--- src/rtl/pat_det_pkg.sv ---
// pat_det_pkg: shared FSM encoding and default widths for pattern_detector_p
package pat_det_pkg;
    localparam int PAT_W_DEF = 4;
    localparam int CNT_W_DEF = 8;
    typedef enum logic {FILL = 1'b0, ARMED = 1'b1} pd_state_t;
endpackage

--- src/rtl/pd_shift_reg.sv ---
// pd_shift_reg: serial-in window register, MSB-first shift with sync clear
module pd_shift_reg #(
    parameter int W = 4
) (
    input  logic         clk,
    input  logic         reset,
    input  logic         clear,
    input  logic         en,
    input  logic         si,
    output logic [W-1:0] q
);
    always_ff @(posedge clk or posedge reset) begin
        if (reset) q <= '0;
        else if (clear) q <= '0;
        else if (en) q <= {q[W-2:0], si};
    end
endmodule

--- src/rtl/pattern_detector_p.sv ---
// pattern_detector_p: masked serial pattern detector; PAT_DET_MATCH_COUNT_EN adds match_cnt
module pattern_detector_p
    import pat_det_pkg::*;
#(
    parameter int PAT_W = PAT_W_DEF,
    parameter int CNT_W = CNT_W_DEF
) (
    input  logic             clk,
    input  logic             reset,
    input  logic             din_valid,
    input  logic             din,
    input  logic [PAT_W-1:0] pattern,
    input  logic [PAT_W-1:0] mask,
    input  logic             overlap_en,
    input  logic             clear,
    output logic             match,
    output logic             armed
`ifdef PAT_DET_MATCH_COUNT_EN
    ,
    output logic [CNT_W-1:0] match_cnt
`endif
);
    localparam int FW = $clog2(PAT_W + 1);
    localparam logic [FW-1:0] FULL = FW'(PAT_W);

    logic [PAT_W-1:0] sr, sr_next;
    logic [FW-1:0]    fill, fill_inc, fill_next;
    pd_state_t        state, state_next;
    logic             hit;

    pd_shift_reg #(.W(PAT_W)) u_sr (
        .clk  (clk),
        .reset(reset),
        .clear(clear),
        .en   (din_valid),
        .si   (din),
        .q    (sr)
    );

    always_comb begin
        sr_next    = {sr[PAT_W-2:0], din};
        fill_inc   = (fill == FULL) ? FULL : fill + 1'b1;
        hit        = din_valid && !clear && (fill_inc == FULL) && (((sr_next ^ pattern) & mask) == '0);
        // without overlap a hit consumes the whole window
        fill_next  = clear ? '0 : !din_valid ? fill : (hit && !overlap_en) ? '0 : fill_inc;
        state_next = (fill_next == FULL) ? ARMED : FILL;
    end

    always_ff @(posedge clk or posedge reset) begin
        if (reset) state <= FILL;
        else state <= state_next;
    end

    always_ff @(posedge clk or posedge reset) begin
        if (reset) begin
            fill  <= '0;
            match <= 1'b0;
        end else begin
            fill  <= fill_next;
            match <= hit;
        end
    end

    assign armed = (state == ARMED);

`ifdef PAT_DET_MATCH_COUNT_EN
    always_ff @(posedge clk or posedge reset) begin
        if (reset) match_cnt <= '0;
        else if (clear) match_cnt <= '0;
        else if (match && (match_cnt != '1)) match_cnt <= match_cnt + 1'b1;
    end
`endif
endmodule

--- config.mk ---
export PLATFORM = sky130hd
export DESIGN_NAME = pattern_detector_p
export DESIGN_NICKNAME = d
export VERILOG_FILES = /design/src/rtl/pat_det_pkg.sv /design/src/rtl/pd_shift_reg.sv /design/src/rtl/pattern_detector_p.sv
export SDC_FILE = /design/constraint.sdc
export NUM_CORES = 1
export LEC_CHECK = 0
export CORE_AREA = 2 2 39 41
export CTS_BUF_LIST = sky130_fd_sc_hd__clkbuf_8
export DETAILED_ROUTE_END_ITERATION = 10
export DIE_AREA = 0 0 41 43
export GPL_ROUTABILITY_DRIVEN = 1
export PLACE_DENSITY = 0.67
export SLEW_MARGIN = 10
export SYNTH_ARGS = -nofsm -noshare
export SYNTH_HDL_FRONTEND = slang
export SYNTH_SLANG_ARGS = --single-unit
export TNS_END_PERCENT = 1
--- constraint.sdc ---
create_clock -name clk -period 2.8 [get_ports clk]
set_input_delay 0.42 -clock clk [delete_from_list [all_inputs] [get_ports clk]]
set_output_delay 0.42 -clock clk [all_outputs]
set_load 0.01 [all_outputs]
# Word level (Yosys, flattened, before mapping)
# Index checks and enable logic that the tools add are counted.
word_totals:
  register_bits: 8
  in_bits: 14
  out_inout_bits: 2
  elab_cells: 25
op_classes:
  add_sub_neg: 1
  eq_ne: 3
  muxes: 7
  bitwise: 2
  n_reduce_logical: 8
op_table:
  columns: ["operator", "count"]
  rows:
  - ["2-to-1 mux 3 bit", 6]
  - ["== test 3 bit (second input constant)", 3]
  - ["bitwise AND 4 bit", 1]
  - ["logical AND 1 bit", 4]
  - ["logical NOT 4 bit", 1]
  - ["bitwise XOR 4 bit", 1]
  - ["adder 3 x 1 -> 3 bit (second input constant)", 1]
  - ["logical NOT 1 bit", 2]
  - ["nonzero test 2 bit", 1]
  - ["2-to-1 mux 1 bit", 1]

# Longest topological paths before layout
# Gate-level depths: netlist (run 1).
logic_depth:
  depth_word: 11
  depth_mapped: 6
  mapped_depth_nobuf: 6

# By module
# A second synthesis (run 1) with hierarchy kept.
hier_totals:
  hier_cells: 47
  area_unflattened_um2: 500.5
modules_own_cells:
  columns: ["module", "n_inst", "cells_per_inst", "area_each_um2", "seq_area_each_um2"]
  rows:
  - ["pattern_detector_p", 1, 33, 336.6, 125.1]
  - ["pd_shift_reg", 1, 14, 163.9, 100.1]

# Least setup slack after synthesis (run 1)
# Ideal clock, no wire load.
synth_timing:
  kind: "reg2reg"
  start: "register fill[0]"
  end: "register state, in the netlist armed"
  setup_time_ns: 0.133
  arrival_ns: 1.244
  t_required_ns: 2.667
  slack_ns: 1.423
  path_stages_with_launch: 6
  path_buffers: 0
  period_less_slack_ns: 1.377
  path_cell_list: "dfrtp_1 > inv_1 > ha_1 > a21o_1 > nor4b_2 > nor4_1"
synth_between:
  elab_chain_cells: 11
  elab_cells_between_ends: 12
  classes_between: "1 x add/sub; 3 x eq/ne; 5 x mux; 3 x reduce/logical"
synth_rtl:
  columns: ["element", "line_no", "source"]
  rows:
  - ["from (decl)", "pattern_detector_p.sv:27", "logic [FW-1:0] fill, fill_inc, fill_next;"]
  - ["from (signal assigned)", "pattern_detector_p.sv:59", "fill <= fill_next;"]
  - ["adder 3 x 1 -> 3 bit or == test 3 bit (tied branches)", "pattern_detector_p.sv:42", "fill_inc = (fill == FULL) ? FULL : fill + 1'b1;"]
  - ["2-to-1 mux 3 bit", "pattern_detector_p.sv:42", null]
  - ["== test 3 bit", "pattern_detector_p.sv:43", "hit = din_valid && !clear && (fill_inc == FULL) && (((sr_next ^ pattern) & mask) == '0);"]
  - ["logical AND 1 bit (2 in a row)", "pattern_detector_p.sv:43", null]
  - ["logical AND 1 bit", "pattern_detector_p.sv:45", "fill_next = clear ? '0 : !din_valid ? fill : (hit && !overlap_en) ? '0 : fill_inc;"]
  - ["2-to-1 mux 3 bit", "pattern_detector_p.sv:45", null]
  - ["2-to-1 mux 3 bit * (2 in a row)", "pattern_detector_p.sv:45", null]
  - ["== test 3 bit *", "pattern_detector_p.sv:46", "state_next = (fill_next == FULL) ? ARMED : FILL;"]
  - ["2-to-1 mux 1 bit *", "pattern_detector_p.sv:46", null]
  - ["via state_next", "pattern_detector_p.sv:28", "pd_state_t state, state_next;"]
  - ["to (signal assigned)", "pattern_detector_p.sv:51", "else state <= state_next;"]
  - ["to (decl)", "pattern_detector_p.sv:28", null]
# Mark *: on every way through the listed nets, which the timed path passes. The rest lies on a longest branch.
# A chain may end at the register's enable or synchronous reset.

# Worst setup path in the final report (run 1)
layout_timing:
  start: "input port din_valid"
  end: "register state, in the netlist armed"
layout_between:
  elab_chain_cells: 9
layout_rtl:
  columns: ["element", "line_no", "source"]
  rows:
  - ["from (decl)", "pattern_detector_p.sv:10", "input logic din_valid,"]
  - ["logical AND 1 bit (3 in a row)", "pattern_detector_p.sv:43", null]
  - ["logical AND 1 bit", "pattern_detector_p.sv:45", null]
  - ["2-to-1 mux 3 bit", "pattern_detector_p.sv:45", null]
  - ["2-to-1 mux 3 bit * (2 in a row)", "pattern_detector_p.sv:45", null]
  - ["== test 3 bit *", "pattern_detector_p.sv:46", null]
  - ["2-to-1 mux 1 bit *", "pattern_detector_p.sv:46", null]
  - ["via state_next", "pattern_detector_p.sv:28", null]
# Marks and branches as above.

==> results.txt, run 1 <==
kind of critical path -> in -> reg
Area Overhead vs Synth -> 38.2%
Max Cap Violations -> 0
nets@finish -> 82
root buffer cell -> clkbuf_8
drt first pass iters -> 4
Std-Cell Rows -> 14
run status -> finished clean
Worst-Skew Late Latency -> 0.22 ns
number of warning messages in the yosys log -> 0
Mapped Cells -> 48
crit-path max FO -> 9
Inst Count DP -> 77
DRT iter0 DRCs -> 8
Via-to-Cell Ratio -> 4.74
DRT Wirelength -> 851 um
total track usage -> 0.116
static leakage -> 0.000311 uW
busiest grt layer -> met2
CTS resizes -> 0
met2 GRT Util -> 0.172
startpoint type of the worst setup path -> input port
# setup viols final -> 0
ANT cells -> 0
fin crit share -> 0.601
Hold WS -> 0.443 ns
CP Data Required Time -> 2.92 ns
worst slew pin tran -> 0.402 ns
RSZ-0062 raised after global routing -> false
Slew HR -> 0.731
initial antenna violation count -> 0
worst-path cell chain -> clkdlybuf4s50_1, mux2i_1, or2b_1, nor4_1
num ports -> 16
met1 Use GR -> 0.147
hold buffers post-CTS -> 0
Max Root-Sink Buffers -> 2
leading area contributor after synthesis -> dfrtp_1
post-DR wirelength/cell -> 10.6 um
# H-tree levels -> 1
Core ar. -> 1380 sq um
Port-buffer cells -> 15
maximum number of pins on one net before global-route repair -> 10
min Tclk post-route -> 1.68 ns
Worst Reg-to-Reg Cells -> 6
achievable clock frequency -> 0.594 GHz
sequential area share after synthesis -> 0.405
PD cells -> 451 nW/um^2
post-synthesis cell area -> 494 sq um
overflow left after global routing -> 0
Post-Syn Nets -> 64
Die W -> 41 um
first-pass GRT wire length -> 1.37 mm
Yosys reg bits -> 8
Vias -> 379
CTS tree -> done
vias in the first global route -> 376
Worst setup EP type -> flop
slowest CP cell -> clkdlybuf4s50_1
Peak VDD IR -> 323 uV
final hold vios -> 0
top post-synthesis cells by area -> dfrtp_1, mux2i_1, xor2_1
hpwl dp -> 727 um
Post-Layout Cell Count -> 80
met3 usage -> 0.0157
Initial Util -> 0.357
HP Class -> in -> async
Antenna Nets Post-Route -> 0
Chip Height -> 43 um
post-synth top area share -> 0.405
Yosys cell types -> 21
Avg Cell Area, Syn -> 10.3 sq um
die area -> 1760 sq um
final setup TNS -> 0 ns
GP Congestion -> 0.691
Pins Over Slew Limit -> 0
worst path arrival time -> 1.80 ns
DRC violations left -> 0
Post-CTS Setup Bufs -> 0
clock tree sinks -> 8
CP max stage delay -> 0.71 ns
share of cells above drive strength 1 -> 0.0938
clk slew on worst S/H paths -> 0.04 ns
worst clock skew -> 0.00121 ns
CTS buffer count -> 3
metal layers:
layer | part of all wire | vias up
met1 | 0.45 | 175
met3 | 0.032 | 2
met2 | 0.49 | 7
met4 | 0.026 | 0
li1 | - | 195
met5 | 0 | -
cell families (layout without fill, tap and decap cells):
kind of cell / after synthesis / after routing / synth area share
multiplexers: 4 / 4 / 0.0810
buffers and inverters: 5 / 21 / 0.0683
AND/OR/NAND/NOR: 19 / 19 / 0.225
AO/OA/AOI/OAI: 6 / 6 / 0.0987
flip-flops: 8 / 8 / 0.405
XOR/XNOR: 4 / 4 / 0.0709
adder cells (fa/ha/maj): 2 / 2 / 0.0506
final timing paths:
check | endpoint | slack, ns | from
min | armed | 0.44 | reset
max | armed | 1.12 | din_valid
max in group asynchronous | u_sr.q[2] | 2.13 | reset
max reg2reg | armed | 1.29 | fill[0]
min reg2reg | u_sr.q[2] | 0.57 | u_sr.q[2]
min in group clk | u_sr.q[2] | 0.57 | u_sr.q[2]
worst max-delay path, delay by kind of cell:
| family | cells | cell delay (ns) |
|---|---|---|
| simple gates | 2 | 0.40 |
| buf+inv | 1 | 0.71 |
| mux | 1 | 0.27 |
cells in the final DEF, fill, tap and decap left out, drive strengths merged, types with 3 or more instances in the layout:
cell type	netlist	routed
clkdlybuf4s50	0	15
dfrtp	8	8
nor2	7	7
mux2i	4	4
xor2	4	4
inv	3	3
a21oi	3	3
clkbuf	0	3
cell usage after synthesis (all sizes together):
master  instances
a21o            1
a21oi           3
a22o            2
buf             2
dfrtp           8
ha              2
inv             3
mux2i           4
nand2           2
nand2b          1
nand3           1
nand3b          1
nor2            7
nor2b           1
nor3            1
nor3b           1
nor4            2
nor4b           1
or2b            1
xor2            4
state kept, by name, summed over array words and instances (netlist names):
signal / flops
armed: 1
fill: 3
match: 1
u_sr.q: 3
area by class of cell:
type | count | area [sq um]
fillers | 144 | 701
clock buffers | 3 | 41.3
repair buffers | 15 | 150
multi-input cells | 35 | 260
well taps | 16 | 20.0
flip-flops and latches | 8 | 200
inverters | 3 | 11.3
metrics by stage:
step / cell area [sq um] / setup slack (ns) / util / total power (uW)
after floorplan: 494 / 1.42 / - / 157
after global placement: 642 / 0.918 / 0.464 / 179
after detailed placement: 642 / 0.857 / 0.464 / 180
after CTS: 683 / 1.08 / 0.494 / 312
after global routing: 683 / 0.964 / 0.494 / 324
final: 683 / 1.12 / 0.494 / 308
power by group:
group	switching [uW]	leakage [uW]	internal (uW)
Sequential	3.16	0.000109	120
Combinational	22.3	0.000180	31.8
Clock	38.4	0.0000216	92.5
Total	63.8	0.000311	245
(Power assumes the default switching activity.)
==> run 2: changes to the inputs <==
==> constraint.sdc (replaced) <==
create_clock -name clk -period 1.55 [get_ports clk]
set_input_delay 0.2325 -clock clk [delete_from_list [all_inputs] [get_ports clk]]
set_output_delay 0.2325 -clock clk [all_outputs]
set_load 0.01 [all_outputs]
==> run 2 against run 1 <==
Cell area is 9.0% higher. Clock skew up 0.0012 ns. Total power rose by 93%. Hold slack got worse by 0.20 ns. Non-clock buffer count is 4 higher. Core utilization up 4.4 points. Highest routed layer unchanged.
==> results.txt, run 2 (same netlist as run 1, synthesis figures left out) <==
Pins Over Slew Limit -> 0
Via-to-Cell Ratio -> 4.82
clock tree sinks -> 8
Peak VDD IR -> 655 uV
vias in the first global route -> 369
Worst setup EP type -> flop
DRC violations left -> 0
Max Root-Sink Buffers -> 2
Die W -> 41 um
# H-tree levels -> 1
num ports -> 16
post-DR wirelength/cell -> 13.0 um
worst slew pin tran -> 0.294 ns
most frequent cells in the layout -> clkdlybuf4s50_1, dfrtp_1, nor2_1
startpoint type of the worst setup path -> flop
clk slew on worst S/H paths -> 0.04 ns
initial antenna violation count -> 0
Slew HR -> 0.804
dpl ws -> -0.0737 ns
share of cells above drive strength 1 -> 0.206
critical path launch point -> fill[0]
Top Registers -> fill: 3 flops, u_sr.q: 3 flops
# setup viols final -> 0
static leakage -> 0.000335 uW
Sw Share -> 0.229
run status -> finished clean
Max Cap Violations -> 0
crit-path max FO -> 3
DRT iter0 DRCs -> 3
GP Congestion -> 0.684
die area -> 1760 sq um
part of the power in registers -> 0.377
root buffer cell -> clkbuf_8
Comb pwr share -> 0.210
CP Data Required Time -> 1.67 ns
CTS buffer count -> 3
Power Internal -> 458 uW
PD cells -> 798 nW/um^2
Inst Count DP -> 80
fin crit share -> 0.965
ANT cells -> 0
min Tclk post-route -> 1.50 ns
Core ar. -> 1380 sq um
achievable clock frequency -> 0.669 GHz
FF-to-FF setup slack -> 0.05 ns
overflow left after global routing -> 0
sw power -> 136 uW
Area Overhead vs Synth -> 50.6%
worst clock skew -> 0.00245 ns
most common cell after layout, fill and taps aside -> clkdlybuf4s50_1
Port-buffer cells -> 15
final hold vios -> 0
hpwl dp -> 810 um
Std-Cell Rows -> 14
kind of critical path -> reg -> reg
HP Class -> in -> async
Initial Util -> 0.357
Post-Layout Cell Count -> 84
CTS tree -> done
maximum number of pins on one net before global-route repair -> 9
Antenna Nets Post-Route -> 0
Chip Height -> 43 um
Clock power frac -> 0.412
Vias -> 405
reg-to-reg critical path startpoint -> fill[0]
Hold WS -> 0.247 ns
Worst-Skew Late Latency -> 0.23 ns
drt first pass iters -> 2
post-route worst setup slack -> 0.0543 ns
worst path arrival time -> 1.62 ns
nets@finish -> 86
first-pass GRT wire length -> 1.43 mm
total track usage -> 0.122
DRT Wirelength -> 1.09 mm
hold buffers post-CTS -> 0
-- run 2: path summary, 6_finish.rpt --
| kind | end | cells after the start |
|---|---|---|
| min | u_sr.q[2] | 2 |
| max in group asynchronous | fill[0] | 2 |
| min in group clk | u_sr.q[2] | 2 |
| max | armed | 5 |
| min reg2reg | u_sr.q[2] | 2 |
| max reg2reg | armed | 5 |
-- run 2: per-layer routing --
| metal | GRT usage | vias up | share of wire |
|---|---|---|---|
| met5 | 0 | - | 0 |
| met3 | 0.0157 | 2 | 0.021 |
| met2 | 0.178 | 6 | 0.52 |
| met1 | 0.160 | 192 | 0.44 |
| met4 | 0.0800 | 0 | 0.013 |
| li1 | - | 205 | - |
-- run 2: power by group through the flow --
| stage | registers [uW] | clock network [uW] | logic, uW |
|---|---|---|---|
| floorplan | 225 | 0 | 59.5 |
| global placement | 226 | 0 | 104 |
| detailed placement | 226 | 0 | 105 |
| CTS | 223 | 248 | 105 |
| global route | 224 | 266 | 134 |
| finish | 224 | 245 | 125 |
-- run 2: worst max-delay path, cell delays in order (launching register included) --
cell     delay (ns)
dfrtp_1        0.40
inv_2          0.11
ha_4           0.22
mux2i_2        0.18
or2b_1         0.26
nor4_2         0.23
-- run 2: timing repair --
action	CTS	global route
setup buffers	0	1
resized for setup	0	5
endpoints found under the setup margin	0	2
-- run 2: area by class of cell --
cell class / count / area, sq um
fillers: 127 / 639
multi-input cells: 35 / 292
flip-flops and latches: 8 / 200
repair buffers: 19 / 180
clock buffers: 3 / 41.3
well taps: 16 / 20.0
inverters: 3 / 11.3
-- run 2: through the flow --
| step | area [sq um] | utilization | TNS [ns] | power (uW) |
|---|---|---|---|---|
| after floorplan | 494 | - | 0 | 284 |
| after global placement | 664 | 0.480 | -0.0534 | 330 |
| after detailed placement | 664 | 0.480 | -0.102 | 331 |
| after CTS | 706 | 0.510 | 0 | 577 |
| after global routing | 744 | 0.538 | -0.0108 | 625 |
| final | 744 | 0.538 | 0 | 594 |
